<file path="src/rtl/uart_tx_ctrl.sv">
// UART transmit frame sequencer: start, LSB-first data, optional parity, stop; one bit per CLK.
// Define UART_TX_BACK_TO_BACK_EN to let a new frame be accepted in STOP with no idle gap.
module uart_tx_ctrl #(
  parameter int DATA_WIDTH = 8
) (
  input  logic                  CLK,
  input  logic                  RST,
  input  logic [DATA_WIDTH-1:0] P_DATA,
  input  logic                  Data_Valid,
  input  logic                  PAR_EN,
  input  logic                  PAR_TYP,
  output logic                  ser_data,
  output logic                  par_bit,
  output logic [1:0]            mux_sel,
  output logic                  Busy
);

  localparam int CW = $clog2(DATA_WIDTH + 1);

  typedef enum logic [2:0] {IDLE, START, DATA, PARITY, STOP} state_t;

  state_t                r_state;
  state_t                w_next;
  logic                  w_accept;
  logic                  w_lastBit;
  logic [DATA_WIDTH-1:0] r_shift;
  logic [CW-1:0]         r_cnt;
  logic                  r_parEn;
  logic                  r_parTyp;
  logic                  r_dataXor;

  assign w_lastBit = (r_cnt == CW'(DATA_WIDTH - 1));

  always_ff @(posedge CLK or negedge RST) begin
    if (!RST) r_state <= IDLE;
    else      r_state <= w_next;
  end

  always_comb begin
    w_next   = r_state;
    w_accept = 1'b0;
    mux_sel  = 2'b00;
    Busy     = 1'b0;
    case (r_state)
      IDLE: begin
        if (Data_Valid) begin
          w_accept = 1'b1;
          w_next   = START;
        end
      end
      START: begin
        mux_sel = 2'b01;
        Busy    = 1'b1;
        w_next  = DATA;
      end
      DATA: begin
        mux_sel = 2'b10;
        Busy    = 1'b1;
        if (w_lastBit) w_next = r_parEn ? PARITY : STOP;
      end
      PARITY: begin
        mux_sel = 2'b11;
        Busy    = 1'b1;
        w_next  = STOP;
      end
      STOP: begin
        Busy   = 1'b1;
        w_next = IDLE;
`ifdef UART_TX_BACK_TO_BACK_EN
        if (Data_Valid) begin
          w_accept = 1'b1;
          w_next   = START;
        end
`endif
      end
      default: w_next = IDLE;
    endcase
  end

  // Parity is kept as data XOR plus latched type so the latched type drives par_bit directly
  always_ff @(posedge CLK or negedge RST) begin
    if (!RST) begin
      r_shift   <= '0;
      r_cnt     <= '0;
      r_parEn   <= 1'b0;
      r_parTyp  <= 1'b0;
      r_dataXor <= 1'b0;
    end else if (w_accept) begin
      r_shift   <= P_DATA;
      r_cnt     <= '0;
      r_parEn   <= PAR_EN;
      r_parTyp  <= PAR_TYP;
      r_dataXor <= ^P_DATA;
    end else if (r_state == DATA) begin
      r_shift <= r_shift >> 1;
      r_cnt   <= r_cnt + CW'(1);
    end
  end

  assign ser_data = r_shift[0];
  assign par_bit  = r_dataXor ^ r_parTyp;

endmodule

</file>
<file path="config.mk">
export PLATFORM = sky130hd
export DESIGN_NAME = uart_tx_ctrl
export DESIGN_NICKNAME = d
export VERILOG_FILES = /design/src/rtl/uart_tx_ctrl.sv
export SDC_FILE = /design/constraint.sdc
export NUM_CORES = 1
export LEC_CHECK = 0
export CORE_ASPECT_RATIO = 0.8
export CORE_MARGIN = 2
export CORE_UTILIZATION = 53
export CTS_BUF_LIST = sky130_fd_sc_hd__clkbuf_8
export CTS_CLUSTER_DIAMETER = 80
export DETAILED_ROUTE_END_ITERATION = 16
export PLACE_DENSITY = 0.88
export SYNTH_ARGS = -nofsm -noshare
export SYNTH_HDL_FRONTEND = slang
export SYNTH_SLANG_ARGS = --single-unit
</file>
<file path="constraint.sdc">
create_clock -name CLK -period 1.7 [get_ports CLK]
set_input_delay 0.34 -clock CLK [delete_from_list [all_inputs] [get_ports CLK]]
set_output_delay 0.34 -clock CLK [all_outputs]
set_load 0.01 [all_outputs]
</file>
Word level (Yosys, flattened, before mapping)
Index checks and enable logic that the tools add are counted.

word-level totals
  bits in registers = 18
  word-level logic and storage cells = 32

operators by class
  add/subtract/negate cells = 1
  equal/unequal tests = 7
  muxes and demuxes = 12
  bitwise logic cells = 1
  reduce and logical (&&, ||, !) cells = 5

operator list
  cell                                                             count
  8-bit two-way mux                                                2
  3-bit one-hot mux with 4 select lines                            1
  3-bit two-way mux                                                3
  4-bit two-way mux                                                2
  8-bit XOR reduction                                              1
  3-bit by 2-bit == test with 1-bit output, second input constant  2
  2-bit one-hot mux with 3 select lines                            1
  4-bit by 1-bit adder with 4-bit output, second input constant    1
  4-bit by 3-bit == test with 1-bit output, second input constant  1
  2-bit != test, second input constant                             2
  4-bit OR reduction                                               1
  3-bit by 1-bit == test with 1-bit output, second input constant  1
  3-bit == test, second input constant                             1
  3-bit logical NOT                                                1
  1-bit two-way mux                                                3
  2-bit AND reduction                                              1
  2-bit nonzero test                                               1
  1-bit bitwise XOR                                                1

Logic depth before layout (Yosys ltp)
Gate-level depths: netlist of the first run.

  depth in word-level cells = 3
  gate-level depth with buffers = 6

Worst setup path after synthesis of the first run
No wires, ideal clock.

  path type = flip-flop to flip-flop
  start point = register r_state[2]
  end point = register r_cnt[3]
  library setup time = 0.119 ns
  arrival = 1.184 ns
  setup slack = 0.398 ns
  cell stages (with the launch flop) = 6
  buffers on the path = 1
  period minus slack after synthesis = 1.302 ns
  path through = dfrtp_1 -> buf_6 -> nor3b_4 -> nand4_1 -> xor2_1 -> nor2_2

between the ends
  longest elaborated chain between the ends = 3

RTL lines
  item                                                     line  RTL
  from (decl)                                              22    state_t r_state;
  from (signal assigned)                                   36    else r_state <= w_next;
  3-bit logical NOT                                        44    case (r_state)
  1-bit two-way mux                                        44
  4-bit two-way mux or 2-bit nonzero test (tied branches)  -
  to (signal assigned)                                     96    r_cnt <= r_cnt + CW'(1);
  to (decl)                                                27    logic [CW-1:0] r_cnt;

Several ways; a longest one is shown, not always the timed one.
A chain may end at the register's enable or synchronous reset.

Final worst setup path of the first run
  start point = register r_state[0]
  end point = output mux_sel[0]

between the ends
  longest elaborated chain between the ends = 2

RTL lines
  item                                                                                                  line  RTL
  3-bit by 2-bit == test with 1-bit output or 3-bit by 1-bit == test with 1-bit output (tied branches)  44
  2-bit one-hot mux with 3 select lines (*)                                                             44
  to (decl)                                                                                             14    output logic [1:0] mux_sel,

Mark *: on every way between the ends. The rest lies on a longest branch, timed or not.

==> results.md, run 1 <==
* Post-route fraction of the period consumed by the critical path at 93.1%
* Post-synthesis adder-cell area fraction at 1.29%
* Clk Latency, worst-skew pair at between 0.2 and 0.3 ns
* #FFs+latches synth at 18
* Total vias in the final route at 802
* Final antenna-violating net count at 0
* Switching power at around 0.87 mW
* Endpoint class of the critical path: primary output
* Placed cell count at about 140
* Delay-heaviest family, CP: buffers and inverters
* Total negative setup slack at 0 ns
* Area growth, synth to finish at 28.4%
* Min cycle time layout at 1.58 ns
* Combinational family with the most area after synthesis: simple AND/OR/NAND/NOR gates
* Number of distinct library cells after synthesis at 26
* Total overflow reported by the global router at 0
* Setup repair after global routing missed its margin: false
* Buffers on Ports at 17
* Slew Viols, Final at 0
* Run status: completed
* Kind of critical path: reg -> out
* Count of buffer and inverter cells on the critical path at 2
* Final setup vio count at 0
* Internal power of the cells at approximately 1.4 mW
* Clock Root Buffer: sky130_fd_sc_hd__clkbuf_8
* Overall power of the completed layout at 2.25 mW
* Leakage power summed over all cells at around 0.55 nW
* Share of the core filled with cells at 74.5%
* Yosys Warn Count at 0
* Most frequent standard cell in the layout excluding fill and tap cells: sky130_fd_sc_hd__nand2_1
* Worst slew margin relative to its limit at 78.3%
* Number of fillers in the final layout at 134
* Portion of total power attributed to the clock network at 15.9%
* Number of antenna violations at the first check in global routing at 0
* Syn_nets at ~110
* Initial core utilization at approximately three fifths
* Detailed-placement wirelength estimate at 1430 um
* Total non-filler cell area in the finished layout at ~0.0012 sq mm
* First-pass iteration count of the detailed router at 4
* Drt first-iter violations at 35
* Total of max-cap violations at 0
* Wire length of the first global-routing pass at ~3600 um
* Mean instance size in the synthesized netlist at 9.72 sq um
* Overall routing resource usage at 22.7%
* Area fraction in and, or, nand and nor cells after synthesis at 24.3%
* Start point of the critical path: r_state[0]
* Critical path cell sequence: buf_4, nor2b_1, dlygate4sd2_1
* Path category of the worst min-delay check: in -> async
* Horizontal die dimension at around 52 um
* Layout Skew at 0.00136 ns
* TritonCTS clock tree: done
* Reg power frac at 34.2%
* Area share of xor/xnor cells in the synthesized design at 10.8%
* Share of layout cells above drive strength 1 at between 10% and 20%
* H-tree levels at 1
* Crit path DAT at 1.24 ns
* Final estimated routing congestion in global placement at 0.794
* Count of clock tree sinks at 18
* Cell area after synthesis at 972 sq um
* Data required time of the critical path at between 1 and 1.5 ns
* Die span in y at 42.3 um
* Core Region at 0.00168 sq mm
* Logic pwr share at 49.8%
* Number of CTS-inserted buffers at 3
* Avg WL per Cell at 14.7 um
* Slew at the pin closest to its max-slew limit at roughly 0.33 ns
* CTS clk-pin slew, worst paths at 0.07 ns
* Top library cells by usage in the layout, fill and taps aside: sky130_fd_sc_hd__nand2_1 (18), sky130_fd_sc_hd__dfrtp_1 (17), sky130_fd_sc_hd__clkdlybuf4s50_1 (13)
* Mux contribution to synthesized area at 2.06%
* Sequential area share after synthesis at 46.3%
* Fraction of power spent switching nets at 38.9%
* Element type at the critical path start: register
* Number of global-route vias before repair at 792
* Maximum number of pins on one net before global-route repair at 19
* Standard-cell rows at 13
* Crit-path max FO at 9
* Number of vias per cell after detailed routing at between 5 and 6
* Area fraction in compound gates after synthesis at about a tenth
* Aggregate routed wire length at 2150 um
* Synthesized netlist cell count at 100
* DP Area at 0.00119 sq mm
* Maximum clock rate at 632 MHz
* Endpoints failing hold at 0
* Maximum vdd ir drop at around 0.0011 V
* Worst reg2reg path startpoint: r_state[1]
* ANT cells at 0
* Power per cell area at 1800 mW/mm^2
* Post-detailed-route DRC marker count at 0
* Crit-path slowest cell: sky130_fd_sc_hd__dfrtp_1
* Maximum clock path buffer count at 2
* Die area at 0.00219 sq mm
* Delay of the slowest cell on the worst path at 0.39 ns
* IO Count at 18
* # nets final at 139
* Post-Layout Cell Count at roughly 150
final cells by class:
| type | count | area (sq um) | share of cell area (%) |
|---|---|---|---|
| flip-flops and latches | 18 | 452 | 36.2 |
| well taps | 22 | 27.5 | 2.20 |
| repair buffers | 25 | 234 | 18.7 |
| multi-input cells | 77 | 480 | 38.5 |
| clock buffers | 4 | 55.1 | 4.41 |
routing by layer:
layer  global-route usage, %  vias up  part of all wire, %
li1                        -      380                    -
met1                    29.3      388                   43
met2                    37.7       32                   50
met3                    6.43        2                  6.7
met4                    4.74        0                 0.65
met5                       0        -                    0
logic make-up (layout without fill, tap and decap cells):
family,count (synthesis),count (layout)
simple gates,44,44
compound gates,18,18
flops,18,18
xor+xnor,12,12
buf+inv,5,29
mux,2,2
fa+ha+maj,1,1
power groups by stage:
stage | Sequential, mW | Combinational (mW) | Clock, mW
2_1_floorplan | 0.729 | 0.775 | 0
3_3_place_gp | 0.758 | 1.08 | 0
3_5_place_dp | 0.770 | 1.11 | 0
4_1_cts | 0.760 | 1.12 | 0.368
5_1_grt | 0.786 | 1.23 | 0.379
6_report | 0.768 | 1.12 | 0.358
per-stage QoR:
step / hold WS [ns] / worst slack [ns]
after floorplan: 0.0444 / 0.398
after global placement: 0.479 / 0.0933
after detailed placement: 0.484 / 0.0494
after CTS: 0.411 / 0.0219
after global routing: 0.427 / 0.0686
final: 0.407 / 0.117
worst paths after layout:
| path | to | slack [ns] | cells past startpoint |
|---|---|---|---|
| hold / removal | r_state[1] | 0.41 | 2 |
| setup / recovery | mux_sel[0] | 0.12 | 3 |
| hold reg to reg | r_parTyp | 0.50 | 2 |
| min in group CLK | r_parTyp | 0.50 | 2 |
| setup reg to reg | r_shift[3] | 0.25 | 6 |
| max in group asynchronous | r_state[2] | 1.08 | 2 |
synth_stat cells:
| cell | n | share of area, % |
|---|---|---|
| sky130_fd_sc_hd__a21oi_1 | 11 | 5.7 |
| sky130_fd_sc_hd__nor4b_4 | 1 | 2.4 |
| sky130_fd_sc_hd__nor2_2 | 1 | 0.64 |
| sky130_fd_sc_hd__nand2_1 | 18 | 6.9 |
| sky130_fd_sc_hd__ha_1 | 1 | 1.3 |
| sky130_fd_sc_hd__nand2b_1 | 1 | 0.64 |
| sky130_fd_sc_hd__dfrtp_1 | 18 | 46 |
| sky130_fd_sc_hd__clkbuf_2 | 1 | 0.51 |
| sky130_fd_sc_hd__a31oi_1 | 1 | 0.64 |
| sky130_fd_sc_hd__o211ai_1 | 1 | 0.77 |
| sky130_fd_sc_hd__mux2i_1 | 2 | 2.1 |
| sky130_fd_sc_hd__xor2_1 | 3 | 2.7 |
| sky130_fd_sc_hd__nor2_1 | 12 | 4.6 |
| sky130_fd_sc_hd__nand4_1 | 1 | 0.64 |
| sky130_fd_sc_hd__nand3_1 | 1 | 0.51 |
| sky130_fd_sc_hd__nor2b_1 | 4 | 2.6 |
| sky130_fd_sc_hd__buf_6 | 3 | 3.5 |
| sky130_fd_sc_hd__and4b_1 | 1 | 1.0 |
| sky130_fd_sc_hd__buf_4 | 1 | 0.77 |
| sky130_fd_sc_hd__nand3b_1 | 1 | 0.77 |
| sky130_fd_sc_hd__xnor2_1 | 9 | 8.1 |
| sky130_fd_sc_hd__nor3_1 | 1 | 0.51 |
| sky130_fd_sc_hd__nor3b_4 | 1 | 1.9 |
| sky130_fd_sc_hd__o21ai_0 | 3 | 1.5 |
| sky130_fd_sc_hd__a21oi_2 | 2 | 1.8 |
| sky130_fd_sc_hd__nor4bb_1 | 1 | 1.0 |
what timing repair did:
item	CTS	global route
setup buffers	1	0
hold buffers	0	0
pin swaps	0	0
setup endpoints to repair	4	1
gates resized for setup	8	1
state kept, by name (all words and copies together), names as in the netlist:
signal	flops
r_parEn	1
r_parTyp	1
r_state	3
r_cnt	4
r_shift	8
r_dataXor	1
No activity file was read; power rests on OpenSTA's default activity.
==> inputs of run 2 (changes only) <==
Settings changed: CTS_BUF_LIST sky130_fd_sc_hd__clkbuf_8 to sky130_fd_sc_hd__clkbuf_4, REMOVE_ABC_BUFFERS set to 1.
==> results.md, run 2 (synthesis gave the netlist of run 1 again) <==
* Drt first-iter violations at 25 (-29%)
* Aggregate routed wire length at 2120 um (-1.6%)
* Number of CTS-inserted buffers at 3 (unchanged)
* CTS Hold Buffers Added at 0 (unchanged)
* Maximum clock rate at 636 MHz (+0.62%)
* Top library cells by usage in the layout, fill and taps aside: sky130_fd_sc_hd__nand2_1 (18), sky130_fd_sc_hd__dfrtp_1 (18), sky130_fd_sc_hd__clkdlybuf4s50_1 (13)
* Slew at the pin closest to its max-slew limit at 0.312 ns (-0.0134 ns)
* Start point of the critical path: r_state[0]
* Number of antenna violations at the first check in global routing at 0 (unchanged)
* Internal power of the cells at 1.29 mW (-6.1%)
* Timing endpoint of the critical path: mux_sel[0]
* Reg-to-reg slack, setup at 0.21 ns (-0.04 ns)
* Post-route fraction of the period consumed by the critical path at 92.5% (-0.57 points)
* Worst hold slack across all endpoints at 0.375 ns (-0.0320 ns)
* Final estimated routing congestion in global placement at 0.784 (-1.2%)
* Avg WL per Cell at 14.2 um (-3.6%)
* R2R depth at 6 (unchanged)
* Share of layout cells above drive strength 1 at 18.1% (+1.2 points)
* IO Count at 18 (unchanged)
* Clock Root Buffer: sky130_fd_sc_hd__clkbuf_4
* Register ranked first by flip-flop count: r_shift
* Maximum vdd ir drop at 0.000985 V (-8.0%)
* Run status: completed
* Worst slew margin relative to its limit at 79.2% (+0.87 points)
* Delay of the slowest cell on the worst path at 0.40 ns (about the same)
* Portion of total power attributed to the clock network at 9.6% (-6.3 points)
* Endpoint class of the critical path: primary output
* Core Region at 0.00168 sq mm (unchanged)
* Logic pwr share at 54.9% (+5.1 points)
* Path category of the worst min-delay check: in -> async
* Crit-path max FO at 9 (unchanged)
* Final setup vio count at 0 (unchanged)
* Data required time of the critical path at 1.36 ns (about the same)
* Post-detailed-route DRC marker count at 0 (unchanged)
* Endpoints failing hold at 0 (unchanged)
* Fraction of power spent switching nets at 39.9% (+1.0 points)
* Buffers on Ports at 17 (unchanged)
* Area growth, synth to finish at 28.4% (unchanged)
* Count of clock tree sinks at 18 (unchanged)
* CTS clk-pin slew, worst paths at 0.09 ns (+0.02 ns)
* Die span in y at 42.3 um (unchanged)
* Min cycle time layout at 1.57 ns (-0.00970 ns)
* Max reg flops at 8 (unchanged)
* Total vias in the final route at 817 (+1.9%)
* First-pass iteration count of the detailed router at 4 (unchanged)
* Leakage power summed over all cells at 0.561 nW (+1.5%)
* Overall routing resource usage at 22.4% (-0.26 points)
* Clk Latency, worst-skew pair at 0.29 ns (+0.03 ns)
* Horizontal die dimension at 51.9 um (unchanged)
* Power per cell area at 1720 mW/mm^2 (-4.5%)
* Crit path DAT at 1.23 ns (about the same)
* Maximum clock path buffer count at 2 (unchanged)
* Reg power frac at 35.6% (+1.4 points)
* Standard-cell rows at 13 (unchanged)
* Element type at the critical path start: register
* H-tree levels at 1 (unchanged)
* Total overflow reported by the global router at 0 (unchanged)
* Maximum number of pins on one net before global-route repair at 19 (unchanged)
* Total of max-cap violations at 0 (unchanged)
* Worst reg2reg path startpoint: r_state[2]
* Number of vias per cell after detailed routing at 5.48 (-0.18%)
* TritonCTS clock tree: done
* Setup repair after global routing missed its margin: false
* Slew Viols, Final at 0 (unchanged)
* Share of the core filled with cells at 74.5% (unchanged)
* Regs by FF count: r_shift: 8 flops, r_cnt: 4 flops, r_state: 3 flops
* ANT cells at 0 (unchanged)
* Number of global-route vias before repair at 819 (+3.4%)
* Layout Skew at 0.000606 ns (-0.000759 ns)
* Detailed-placement wirelength estimate at 1500 um (+5.2%)
* Die area at 0.00219 sq mm (unchanged)
* Crit-path slowest cell: sky130_fd_sc_hd__dfrtp_1
* Kind of critical path: reg -> out
* Critical path cell sequence: buf_6, nor2b_1, dlygate4sd2_1
* Initial core utilization at 58.0% (unchanged)
* Crit Reg-Reg Endpoint: r_shift[1]
* Switching power at 0.855 mW (-2.0%)
* # nets final at 143 (+2.9%)
* Final antenna-violating net count at 0 (unchanged)
* Wire length of the first global-routing pass at 3560 um (-0.20%)
* Total negative setup slack at 0 ns (unchanged)
==> run 2: cell count changes in the layout (fill, tap and decap cells not counted) <==
cell,delta
sky130_fd_sc_hd__dfrtp_2,-1
sky130_fd_sc_hd__buf_4,+3
sky130_fd_sc_hd__clkbuf_4,+3
sky130_fd_sc_hd__buf_6,+1
sky130_fd_sc_hd__clkbuf_8,-4
sky130_fd_sc_hd__dfrtp_1,+1
==> run 2: what timing repair did <==
item / in CTS / in global routing
hold endpoints to repair: 0 / 0
resized for setup: 7 / 2
setup endpoints to repair: 4 / 1
buffers inserted: 4 / 0
==> run 2: layer usage <==
layer	vias to the layer above	wire length, um	global-route usage (%)
li1	390	-	-
met1	392	886	26.1
met2	31	1070	38.0
met3	4	143	7.50
met4	0	21	7.89
met5	-	0	0
==> run 2: worst min-delay path by stage <==
stage,from,endpoint,cells after the start,slack (ns)
final,RST,r_state[0],2,0.38
after global routing,RST,r_state[2],2,0.40
after CTS,RST,r_cnt[3],2,0.38
after detailed placement,r_parEn,r_parEn,2,0.50
after global placement,r_parTyp,r_parTyp,2,0.48
after floorplan,RST,r_cnt[0],0,0.04
==> run 2: layout make-up <==
type	instances	area, sq um
tap	22	27.5
sequential	18	450
fill	124	427
clock buffer	3	22.5
multi-input combinational	77	480
timing repair buffer	29	268
==> run 2: stage by stage <==
stage / area (sq um) / power (mW) / setup WS (ns) / std cells
after floorplan: 926 / 1.42 / 0.309 / 95
after global placement: 1200 / 1.84 / 0.102 / 142
after detailed placement: 1200 / 1.90 / 0.0478 / 142
after CTS: 1250 / 2.14 / 0.0437 / 149
after global routing: 1250 / 2.31 / 0.0703 / 149
final: 1250 / 2.14 / 0.127 / 149
==> run 2: worst max-delay path: cells and delay by family, from the launching register on <==
kind / cells / cell delay (ns)
buf+inv: 2 / 0.42
flops: 1 / 0.40
simple gates: 1 / 0.12
==> run 2: power groups by stage <==
stage | sequential, mW | combinational, mW | clock, mW
2_1_floorplan | 0.790 | 0.628 | 0
3_3_place_gp | 0.756 | 1.08 | 0
3_5_place_dp | 0.770 | 1.13 | 0
4_1_cts | 0.755 | 1.17 | 0.211
5_1_grt | 0.785 | 1.30 | 0.231
6_report | 0.763 | 1.18 | 0.205
